## config.mk

```make
export PLATFORM = sky130hd
export DESIGN_NAME = fft_frame_sequencer_flat
export DESIGN_NICKNAME = d
export VERILOG_FILES = /design/src/rtl/fft_frame_sequencer_if.sv /design/src/rtl/fft_frame_sequencer.sv /design/src/flat_wrapper.sv
export SDC_FILE = /design/constraint.sdc
export NUM_CORES = 1
export LEC_CHECK = 0
export ABC_AREA = 1
export CORE_ASPECT_RATIO = 0.9
export CORE_MARGIN = 5
export CORE_UTILIZATION = 30
export DETAILED_ROUTE_END_ITERATION = 12
export SYNTH_ARGS = -nofsm -noshare
export SYNTH_HDL_FRONTEND = slang
export SYNTH_SLANG_ARGS = --single-unit
export TNS_END_PERCENT = 50
```

## constraint.sdc

```tcl
create_clock -name axis_clk -period 3.45 [get_ports axis_clk]
set_input_delay 0.8625 -clock axis_clk [delete_from_list [all_inputs] [get_ports axis_clk]]
set_output_delay 0.8625 -clock axis_clk [all_outputs]
set_load 0.02 [all_outputs]
```

## src/rtl/fft_frame_sequencer_if.sv

```systemverilog
// Stream bundle for the FFT frame sequencer: audio tap in, FFT config and
// FFT input streams out, FFT result tap in.
interface fft_frame_sequencer_if;
  logic [23:0] s_audio_data;
  logic        s_audio_valid;
  logic        s_audio_ready;
  logic        s_audio_last;
  logic [31:0] m_fft_tdata;
  logic        m_fft_tvalid;
  logic        m_fft_tlast;
  logic        m_fft_tready;
  logic [15:0] m_cfg_tdata;
  logic        m_cfg_tvalid;
  logic        m_cfg_tready;
  logic        fft_out_valid;
  logic        fft_out_last;

  modport master (
    input  s_audio_data, s_audio_valid, s_audio_ready, s_audio_last,
    output m_fft_tdata, m_fft_tvalid, m_fft_tlast,
    input  m_fft_tready,
    output m_cfg_tdata, m_cfg_tvalid,
    input  m_cfg_tready,
    input  fft_out_valid, fft_out_last
  );

  modport slave (
    output s_audio_data, s_audio_valid, s_audio_ready, s_audio_last,
    input  m_fft_tdata, m_fft_tvalid, m_fft_tlast,
    output m_fft_tready,
    input  m_cfg_tdata, m_cfg_tvalid,
    output m_cfg_tready,
    output fft_out_valid, fft_out_last
  );
endinterface

```

## src/rtl/fft_frame_sequencer.sv

```systemverilog
// Configures the FFT core once, then captures mono audio frames into the FFT input
// stream, waiting for each FFT output frame (or a timeout) before arming the next.
module fft_frame_sequencer #(
  parameter int          FFT_SIZE  = 2048,
  parameter int          LOG2_SIZE = 11,
  parameter int          DECIM     = 1,
  parameter int          HOP_GAP   = 0,
  parameter bit          CHANNEL   = 1'b0,
  parameter logic [15:0] CFG_WORD  = 16'h0001,
  parameter int          TIMEOUT   = 65535
) (
  input  logic                  axis_clk,
  input  logic                  axis_resetn,
  input  logic                  enable,
  fft_frame_sequencer_if.master bus,
  output logic                  frame_start,
  output logic                  frame_done,
  output logic                  busy,
  output logic                  timeout_flag,
  output logic [7:0]            overrun_count,
  output logic [15:0]           frame_count
);
  localparam int TW = $clog2(TIMEOUT + 1);
  localparam int GW = (HOP_GAP > 1) ? $clog2(HOP_GAP) : 1;
  localparam logic [LOG2_SIZE-1:0] LAST_IDX = LOG2_SIZE'(FFT_SIZE - 1);
  localparam logic [3:0]           DEC_LAST = 4'(DECIM - 1);
  localparam logic [TW-1:0]        TO_LAST  = TW'(TIMEOUT - 1);
  localparam logic [GW-1:0]        GAP_LAST = GW'(HOP_GAP - 1);

  typedef enum logic [2:0] {S_CONFIG, S_IDLE, S_CAPTURE, S_WAIT_OUT, S_GAP} state_e;

  state_e                 state_q, state_d, after_out_s;
  logic                   cfg_valid_q, cfg_valid_d;
  logic                   hold_valid_q, hold_valid_d;
  logic                   hold_last_q, hold_last_d;
  logic [15:0]            hold_data_q, hold_data_d;
  logic [LOG2_SIZE-1:0]   load_cnt_q, load_cnt_d;
  logic                   cap_full_q, cap_full_d;
  logic [3:0]             dec_cnt_q, dec_cnt_d;
  logic [TW-1:0]          timer_q, timer_d;
  logic [GW-1:0]          gap_cnt_q, gap_cnt_d;
  logic                   frame_start_q, frame_start_d;
  logic                   frame_done_q, frame_done_d;
  logic                   busy_q, busy_d;
  logic                   timeout_q, timeout_d;
  logic [7:0]             overrun_q, overrun_d;
  logic [15:0]            frame_cnt_q, frame_cnt_d;
  logic                   sel_s, fwd_s, drain_s, unused_lsb;

  assign sel_s       = bus.s_audio_valid & bus.s_audio_ready & (bus.s_audio_last == CHANNEL);
  assign fwd_s       = sel_s & (dec_cnt_q == 4'd0);
  assign drain_s     = hold_valid_q & bus.m_fft_tready;
  assign after_out_s = ((HOP_GAP > 0) && enable) ? S_GAP : S_IDLE;
  assign unused_lsb  = ^bus.s_audio_data[7:0];

  // Next-state, hold register, counters and status pulses
  always_comb begin
    state_d       = state_q;
    cfg_valid_d   = 1'b0;
    hold_valid_d  = hold_valid_q & ~drain_s;
    hold_last_d   = hold_last_q & ~drain_s;
    hold_data_d   = hold_data_q;
    load_cnt_d    = load_cnt_q;
    cap_full_d    = cap_full_q;
    dec_cnt_d     = dec_cnt_q;
    timer_d       = timer_q;
    gap_cnt_d     = gap_cnt_q;
    frame_start_d = 1'b0;
    frame_done_d  = 1'b0;
    timeout_d     = timeout_q;
    overrun_d     = overrun_q;
    frame_cnt_d   = frame_cnt_q;
    case (state_q)
      S_CONFIG: begin
        if (cfg_valid_q && bus.m_cfg_tready) begin
          state_d = S_IDLE;
        end else begin
          cfg_valid_d = 1'b1;
        end
      end
      S_IDLE: begin
        if (enable) begin
          state_d       = S_CAPTURE;
          frame_start_d = 1'b1;
          dec_cnt_d     = 4'd0;
          load_cnt_d    = '0;
          cap_full_d    = 1'b0;
        end else begin
          state_d = S_IDLE;
        end
      end
      S_CAPTURE: begin
        if (sel_s) begin
          dec_cnt_d = (dec_cnt_q == DEC_LAST) ? 4'd0 : dec_cnt_q + 4'd1;
        end else begin
          dec_cnt_d = dec_cnt_q;
        end
        // Once the last word of the frame is loaded, later samples are simply ignored.
        if (fwd_s && !cap_full_q) begin
          if (!hold_valid_q || bus.m_fft_tready) begin
            hold_valid_d = 1'b1;
            hold_data_d  = bus.s_audio_data[23:8];
            hold_last_d  = (load_cnt_q == LAST_IDX);
            cap_full_d   = (load_cnt_q == LAST_IDX);
            load_cnt_d   = load_cnt_q + LOG2_SIZE'(1);
          end else begin
            overrun_d = (overrun_q == 8'hFF) ? overrun_q : overrun_q + 8'd1;
          end
        end else begin
          hold_data_d = hold_data_q;
        end
        if (drain_s && hold_last_q) begin
          state_d = S_WAIT_OUT;
          timer_d = '0;
        end else begin
          state_d = S_CAPTURE;
        end
      end
      S_WAIT_OUT: begin
        timer_d   = timer_q + TW'(1);
        gap_cnt_d = '0;
        if (bus.fft_out_valid && bus.fft_out_last) begin
          frame_done_d = 1'b1;
          frame_cnt_d  = frame_cnt_q + 16'd1;
          state_d      = after_out_s;
        end else if (timer_q == TO_LAST) begin
          frame_done_d = 1'b1;
          timeout_d    = 1'b1;
          state_d      = after_out_s;
        end else begin
          state_d = S_WAIT_OUT;
        end
      end
      S_GAP: begin
        if (!enable) begin
          state_d = S_IDLE;
        end else if (sel_s) begin
          if (gap_cnt_q == GAP_LAST) begin
            state_d = S_IDLE;
          end else begin
            gap_cnt_d = gap_cnt_q + GW'(1);
          end
        end else begin
          state_d = S_GAP;
        end
      end
      default: begin
        state_d = S_CONFIG;
      end
    endcase
    busy_d = (state_d == S_CAPTURE) || (state_d == S_WAIT_OUT);
  end

  // State and datapath registers
  always_ff @(posedge axis_clk or negedge axis_resetn) begin
    if (!axis_resetn) begin
      state_q       <= S_CONFIG;
      cfg_valid_q   <= 1'b0;
      hold_valid_q  <= 1'b0;
      hold_last_q   <= 1'b0;
      hold_data_q   <= 16'h0000;
      load_cnt_q    <= '0;
      cap_full_q    <= 1'b0;
      dec_cnt_q     <= 4'd0;
      timer_q       <= '0;
      gap_cnt_q     <= '0;
      frame_start_q <= 1'b0;
      frame_done_q  <= 1'b0;
      busy_q        <= 1'b0;
      timeout_q     <= 1'b0;
      overrun_q     <= 8'd0;
      frame_cnt_q   <= 16'd0;
    end else begin
      state_q       <= state_d;
      cfg_valid_q   <= cfg_valid_d;
      hold_valid_q  <= hold_valid_d;
      hold_last_q   <= hold_last_d;
      hold_data_q   <= hold_data_d;
      load_cnt_q    <= load_cnt_d;
      cap_full_q    <= cap_full_d;
      dec_cnt_q     <= dec_cnt_d;
      timer_q       <= timer_d;
      gap_cnt_q     <= gap_cnt_d;
      frame_start_q <= frame_start_d;
      frame_done_q  <= frame_done_d;
      busy_q        <= busy_d;
      timeout_q     <= timeout_d;
      overrun_q     <= overrun_d;
      frame_cnt_q   <= frame_cnt_d;
    end
  end

  assign bus.m_cfg_tvalid = cfg_valid_q;
  assign bus.m_cfg_tdata  = cfg_valid_q ? CFG_WORD : 16'h0000;
  assign bus.m_fft_tvalid = hold_valid_q;
  assign bus.m_fft_tlast  = hold_last_q;
  assign bus.m_fft_tdata  = {16'h0000, hold_data_q};
  assign frame_start      = frame_start_q;
  assign frame_done       = frame_done_q;
  assign busy             = busy_q;
  assign timeout_flag     = timeout_q;
  assign overrun_count    = overrun_q;
  assign frame_count      = frame_cnt_q;
endmodule

```

## src/flat_wrapper.sv

```systemverilog
// flat-port wrapper written by rule: the top's interface ports become plain ports
module fft_frame_sequencer_flat 
#(
  parameter int          FFT_SIZE  = 2048,
  parameter int          LOG2_SIZE = 11,
  parameter int          DECIM     = 1,
  parameter int          HOP_GAP   = 0,
  parameter bit          CHANNEL   = 1'b0,
  parameter logic [15:0] CFG_WORD  = 16'h0001,
  parameter int          TIMEOUT   = 65535
)
  (axis_clk, axis_resetn, enable, frame_start, frame_done, busy, timeout_flag, overrun_count, frame_count, bus_s_audio_data, bus_s_audio_valid, bus_s_audio_ready, bus_s_audio_last, bus_m_fft_tdata, bus_m_fft_tvalid, bus_m_fft_tlast, bus_m_fft_tready, bus_m_cfg_tdata, bus_m_cfg_tvalid, bus_m_cfg_tready, bus_fft_out_valid, bus_fft_out_last);
  fft_frame_sequencer_if bus_i ();
  input  logic axis_clk;
  input  logic axis_resetn;
  input  logic enable;
  output logic frame_start;
  output logic frame_done;
  output logic busy;
  output logic timeout_flag;
  output logic [7:0] overrun_count;
  output logic [15:0] frame_count;
  input wire logic [$bits(bus_i.s_audio_data)-1:0] bus_s_audio_data;
  input wire logic [$bits(bus_i.s_audio_valid)-1:0] bus_s_audio_valid;
  input wire logic [$bits(bus_i.s_audio_ready)-1:0] bus_s_audio_ready;
  input wire logic [$bits(bus_i.s_audio_last)-1:0] bus_s_audio_last;
  output wire logic [$bits(bus_i.m_fft_tdata)-1:0] bus_m_fft_tdata;
  output wire logic [$bits(bus_i.m_fft_tvalid)-1:0] bus_m_fft_tvalid;
  output wire logic [$bits(bus_i.m_fft_tlast)-1:0] bus_m_fft_tlast;
  input wire logic [$bits(bus_i.m_fft_tready)-1:0] bus_m_fft_tready;
  output wire logic [$bits(bus_i.m_cfg_tdata)-1:0] bus_m_cfg_tdata;
  output wire logic [$bits(bus_i.m_cfg_tvalid)-1:0] bus_m_cfg_tvalid;
  input wire logic [$bits(bus_i.m_cfg_tready)-1:0] bus_m_cfg_tready;
  input wire logic [$bits(bus_i.fft_out_valid)-1:0] bus_fft_out_valid;
  input wire logic [$bits(bus_i.fft_out_last)-1:0] bus_fft_out_last;
  assign bus_i.s_audio_data = bus_s_audio_data;
  assign bus_i.s_audio_valid = bus_s_audio_valid;
  assign bus_i.s_audio_ready = bus_s_audio_ready;
  assign bus_i.s_audio_last = bus_s_audio_last;
  assign bus_m_fft_tdata = bus_i.m_fft_tdata;
  assign bus_m_fft_tvalid = bus_i.m_fft_tvalid;
  assign bus_m_fft_tlast = bus_i.m_fft_tlast;
  assign bus_i.m_fft_tready = bus_m_fft_tready;
  assign bus_m_cfg_tdata = bus_i.m_cfg_tdata;
  assign bus_m_cfg_tvalid = bus_i.m_cfg_tvalid;
  assign bus_i.m_cfg_tready = bus_m_cfg_tready;
  assign bus_i.fft_out_valid = bus_fft_out_valid;
  assign bus_i.fft_out_last = bus_fft_out_last;
  fft_frame_sequencer #(.FFT_SIZE(FFT_SIZE), .LOG2_SIZE(LOG2_SIZE), .DECIM(DECIM), .HOP_GAP(HOP_GAP), .CHANNEL(CHANNEL), .CFG_WORD(CFG_WORD), .TIMEOUT(TIMEOUT)) u_core (.axis_clk(axis_clk), .axis_resetn(axis_resetn), .enable(enable), .bus(bus_i), .frame_start(frame_start), .frame_done(frame_done), .busy(busy), .timeout_flag(timeout_flag), .overrun_count(overrun_count), .frame_count(frame_count));
endmodule
```

==> impl_metrics.csv, run 1 <==
group,metric,value,unit
final_layout,finalNetCount,715,
die,initial_core_util,30.8,%
sta,drv_slew,0,
routing,drc,0,
clock_tree,htree_num_levels,3,
sta,fmax,0.432,GHz
clock_tree,hold_buffers,0,
clock_tree,clk_latency,350,ps
routing,dr.pass1.iters,5,
clock_tree,clock_path_buffers,2,
clock_tree,clk_pin_slew,70,ps
routing,vias,3778,
yosys,syn_inst,596,
sta,fin_crit,2320,ps
routing,ant_nets,0,
clock_tree,ctsResizeCount,0,
sta,rsz0062_at_grt,"no",
power_and_ir_drop,power_leakage,2.68,nW
clock_tree,cts_made_buffers,9,
placed_design,io_buffers,73,
die,dieArea,17800,um2
placed_design,hpwl,7.50,mm
sta,setup_tns,0,ps
routing,first_iter_violations,270,
yosys,synth_compound_area_share,5.02,%
die,die_w,140,um
power_and_ir_drop,peakVddDrop,0.379,mV
sta,timing.hold.ws,476,ps
die,ios,113,
yosys,ys_types,30,
critical_path,setup.worst_path.start_class,"register",
sta,min_period_over_period,67.1,%
yosys,synth_area,4560,um2
yosys,synthMuxAreaShare,0,%
run_status,outcome,"completed",
sta,relSlewSlack,53.5,%
critical_path,worstSetupPathType,"register to primary output",
critical_path,path_max_fanout,4,
critical_path,cp.arrival,1450,ps
grt,grt_pass1_wl,17.7,mm
min_path,hp-class,"register to register",
grt,antenna_found_initial,1,
sta,finalSetupViolations,0,
final_layout,drive_above_1_share,5.46,%
die,dieHeight,127,um
critical_path,critical-path-top-delay-family,"buffers and inverters",
clock_tree,root_buffer,"clkbuf_16",
clock_tree,cts_tree,"built",
flow_run,drv_cap,0,
routing,viasPerCell,4.31,
final_layout,fill_cells,1547,
die,rows,42,
yosys,ys_warn_count,0,
yosys,yosysSeqAreaShare,45.5,%
critical_path,crit_buf_inv,1,
routing,avgRoutedWirePerCell,11.8,um
final_layout,diodes,0,
yosys,synthXorXnorAreaFrac,4.61,%
sta,timing_hold_violations_final,0,
clock_tree,clock_sinks,83,
yosys,synth_top_family_by_area,"simple AND/OR/NAND/NOR gates",
sta,worst_slew_pin_slew,698,ps
grt,grtUsageTotal,12.1,%
critical_path,slowest_stage,"clkdlybuf4s50_1",
grt,overflow,0,
sta,clock_skew,8.98,ps
critical_path,crit_chain,"clkdlybuf4s50_1",
final_layout,synthToLayoutAreaGrowth,24.4,%
yosys,synth.ff_latch_count,83,
critical_path,cpPeakStageDelay,680,ps
routing,routed_wl,10.4,mm
yosys,synth-adder-area-share,1.92,%
yosys,synth_area_per_cell,7.65,um2
clock_tree,post_cts_buffers,0,
grt,grt_pass1_vias,3696,
grt,grt_max_degree,55,
placed_design,place.gp.congestion,0.806,
power_and_ir_drop,power.density,588,nW/um2
critical_path,cp_data_required_time,2590,ps
die,core,14800,um2
critical_path,cp-end-kind,"primary output",
yosys,synth-simple-area-share,32.2,%
## sequential cells by signal (all words and copies together), names as in the netlist, 3 cells and up
name	count
u_core.overrun_count	8
u_core.frame_count	16
u_core.dec_cnt_q	4
u_core.hold_data_q	16
u_core.load_cnt_q	11
u_core.state_q	3
u_core.timer_q	16
## cells by family (layout without fill, tap and decap cells)
kind of cell,Yosys count,after routing
AND/OR/NAND/NOR,350,350
other,1,31
XOR/XNOR,24,24
AO/OA/AOI/OAI,40,40
adder cells (fa/ha/maj),7,7
flip-flops,83,83
buffers and inverters,91,143
## final cells by class
cell class              count  area (um2)  share of cell area (%)
repair buffers             76         751                    13.2
multi-input cells         452        2110                    37.2
clock buffers               9         225                    3.97
inverters                  52         195                    3.44
clock inverters             6        67.6                    1.19
flip-flops and latches     83        2080                    36.6
well taps                 198         248                    4.37
## cell usage in the layout (no fill, tap or decap), types with 3 or more instances in the layout
cell type and n:
a21oi_1 7, buf_4 4, clkbuf_16 9, clkdlybuf4s50_1 72, conb_1 31, dfrtp_1 83
ha_1 7, inv_1 47, inv_2 5, nand2_1 226, nand3_1 31, nand3_2 3
nand4_1 13, nor2_1 57, nor2_2 4, nor2_4 3, nor3_1 10, o21ai_0 23
xnor2_1 7, xor2_1 17
## stage by stage
stage | cells | total power [mW] | area (um2) | setup slack (ps) | utilization (%)
after global placement | 861 | 2.39 | 5380 | 891 | 36.3
after CTS | 876 | 3.38 | 5680 | 1110 | 38.3
after global routing | 876 | 3.56 | 5680 | 1060 | 38.3
after floorplan | 626 | 1.98 | 4670 | 1670 | -
after detailed placement | 861 | 2.40 | 5380 | 859 | 36.3
final | 876 | 3.33 | 5680 | 1130 | 38.3
## power by group
part / internal, mW / switching [mW] / total, mW
combinational: 0.412 / 0.606 / 1.02
sequential: 1.17 / 0.176 / 1.35
clock: 0.558 / 0.410 / 0.968
total: 2.14 / 1.19 / 3.33
## synthesized netlist by cell type (all sizes together)
library cell  count  area [um2]
a21boi            1        7.51
xor2             17         149
a21oi             7        35.0
inv              52         195
a31oi             1        6.26
o22ai             2        12.5
o21bai            2        15.0
a211oi            1        7.51
nand3            35         203
or2               1        6.26
nor2             64         273
o21ai            26         145
xnor2             7        61.3
ha                7        87.6
dfrtp            83        2080
nand2           226         848
conb              1        3.75
nand4            13        81.3
nand3b            1        7.51
buf              38         285
nor3             10        50.1
clkbuf            1        3.75
## path summary, 6_finish.rpt
check                                   startpoint                 endpoint  slack [ps]  cells after the start
max in group asynchronous              axis_resetn       u_core.frame_start        2160                      2
min in group asynchronous              axis_resetn        u_core.timer_q[2]         570                      1
max reg2reg                      u_core.state_q[0]  u_core.overrun_count[3]        1550                      6
min                            u_core.timeout_flag      u_core.timeout_flag         480                      1
max                        u_core.bus.m_cfg_tvalid       bus_m_cfg_tdata[0]        1130                      1
min reg2reg                    u_core.timeout_flag      u_core.timeout_flag         480                      1
## layer usage
metal | track usage (%) | routed length, um | up-vias
li1 | - | - | 1965
met1 | 16.2 | 5070 | 1711
met2 | 18.8 | 4550 | 88
met3 | 4.33 | 623 | 12
met4 | 2.85 | 105 | 2
met5 | 0 | 15 | -
(Power assumes the default switching activity.)
==> run 2, diff against run 1 <==
==> constraint.sdc (replaced) <==
create_clock -name axis_clk -period 2.35 [get_ports axis_clk]
set_input_delay 0.5875 -clock axis_clk [delete_from_list [all_inputs] [get_ports axis_clk]]
set_output_delay 0.5875 -clock axis_clk [all_outputs]
set_load 0.02 [all_outputs]
==> run 2 against run 1 <==
Critical path depth unchanged. Global-route usage fell by 0.54 points. Hold slack got worse by 270 ps. Routed wire length shrank 1.3%. Critical endpoint unchanged.
==> impl_metrics.csv, run 2 (synthesis results as in run 1) <==
group,metric,value,unit
run_status,outcome,"completed",
power_and_ir_drop,power.density,862,nW/um2
final_layout,final_common_cell,"nand2_1",
routing,ant_nets,0,
sta,drv_slew,0,
critical_path,cp-end-kind,"primary output",
grt,overflow,0,
placed_design,place.gp.congestion,0.832,
clock_tree,clock_sinks,83,
sta,fmax,0.492,GHz
final_layout,layout_common_cells,"nand2_1 (226), dfrtp_1 (83), clkdlybuf4s50_1 (72), nor2_1 (57), inv_1 (47)",
clock_tree,clk_latency,340,ps
routing,drc,0,
grt,grt_pass1_wl,17.0,mm
critical_path,path_max_fanout,4,
die,die_w,140,um
grt,grt_pass1_vias,3529,
sta,rsz0062_at_grt,"no",
grt,grt_max_degree,36,
routing,first_iter_violations,227,
placed_design,io_buffers,73,
critical_path,slowest_stage,"clkdlybuf4s50_1",
final_layout,synthToLayoutAreaGrowth,26.3,%
power_and_ir_drop,power_leakage,2.73,nW
clock_tree,cts_tree,"built",
routing,vias,3781,
final_layout,diodes,0,
power_and_ir_drop,peakVddDrop,0.391,mV
sta,setup_tns,0,ps
sta,min_period_over_period,86.5,%
die,initial_core_util,30.8,%
clock_tree,cts_made_buffers,9,
routing,routed_wl,10.2,mm
critical_path,worst_r2r_path_depth,6,
die,ios,113,
critical_path,cpPeakStageDelay,690,ps
critical_path,critical-path-top-delay-family,"buffers and inverters",
final_layout,finalNetCount,722,
routing,dr.pass1.iters,4,
clock_tree,root_buffer,"clkbuf_16",
clock_tree,ctsResizeCount,0,
placed_design,hpwl,7.60,mm
clock_tree,clk_pin_slew,60,ps
final_layout,fin_util,38.9,%
final_layout,fill_cells,1548,
flow_run,drv_cap,0,
critical_path,cp_data_required_time,1760,ps
min_path,hp-class,"primary input to async pin",
sta,timing_hold_violations_final,0,
die,dieHeight,127,um
power_and_ir_drop,power,4.97,mW
critical_path,setup.worst_path.start_class,"register",
final_layout,drive_above_1_share,6.56,%
die,core,14800,um2
sta,fin_crit,2030,ps
clock_tree,clock_path_buffers,2,
critical_path,crit_chain,"clkdlybuf4s50_1",
clock_tree,hold_buffers,0,
sta,clock_skew,4.35,ps
grt,antenna_found_initial,0,
critical_path,crit_buf_inv,1,
clock_tree,htree_num_levels,3,
critical_path,cp.arrival,1450,ps
grt,grtUsageTotal,11.5,%
die,dieArea,17800,um2
sta,finalSetupViolations,0,
critical_path,crit_cells,1,
routing,avgRoutedWirePerCell,11.6,um
clock_tree,post_cts_buffers,0,
routing,viasPerCell,4.28,
critical_path,worstSetupPathType,"register to primary output",
die,rows,42,
## run 2: power by group
part	total (mW)	switching [mW]	internal (mW)	leakage [nW]
Combinational	1.52	0.892	0.625	1.48
Sequential	1.98	0.259	1.72	1.10
Clock	1.47	0.605	0.866	0.155
Total	4.97	1.76	3.21	2.73
## run 2: area by class of cell
| cell class | instances | area [um2] | share of cell area, % |
|---|---|---|---|
| multi-input cells | 452 | 2110 | 36.7 |
| well taps | 198 | 248 | 4.30 |
| flip-flops and latches | 83 | 2080 | 36.1 |
| clock buffers | 10 | 239 | 4.15 |
| inverters | 52 | 195 | 3.39 |
| clock inverters | 6 | 72.6 | 1.26 |
| repair buffers | 83 | 816 | 14.2 |
## run 2: path summary, 6_finish.rpt
| check | start | to | slack, ps |
|---|---|---|---|
| max | u_core.bus.m_cfg_tvalid | bus_m_cfg_tdata[0] | 320 |
| min | axis_resetn | u_core.timer_q[9] | 200 |
| min in group axis_clk | u_core.gap_cnt_q | u_core.state_q[2] | 470 |
| max reg2reg | u_core.state_q[0] | u_core.overrun_count[1] | 530 |
| max in group asynchronous | axis_resetn | u_core.dec_cnt_q[3] | 1560 |
| min reg2reg | u_core.gap_cnt_q | u_core.state_q[2] | 470 |
## run 2: per-stage QoR
stage	setup slack [ps]	hold slack, ps	cells	cell area (um2)
finish	316	203	884	5760
floorplan	847	292	626	4670
global placement	197	462	868	5450
CTS	281	218	884	5760
detailed placement	190	464	868	5450
global route	252	240	884	5760
## run 2: metal layers
metal	share of wire, %	global-route usage [%]	vias to the layer above	routed length (um)
met5	0	0	-	0
met4	0.89	2.74	0	91
met3	5.2	3.18	10	535
met2	44	18.1	80	4450
met1	50	16.0	1706	5160
li1	-	-	1985	-
==> run 3, diff against run 2 <==
--- a/config.mk
+++ b/config.mk
@@ -13,4 +13,4 @@
 export SYNTH_ARGS = -nofsm -noshare
 export SYNTH_HDL_FRONTEND = slang
 export SYNTH_SLANG_ARGS = --single-unit
-export TNS_END_PERCENT = 50
+export TNS_END_PERCENT = 10
==> results of run 3 <==
No change in the layout: final DEF, timing and power equal those of run 2.
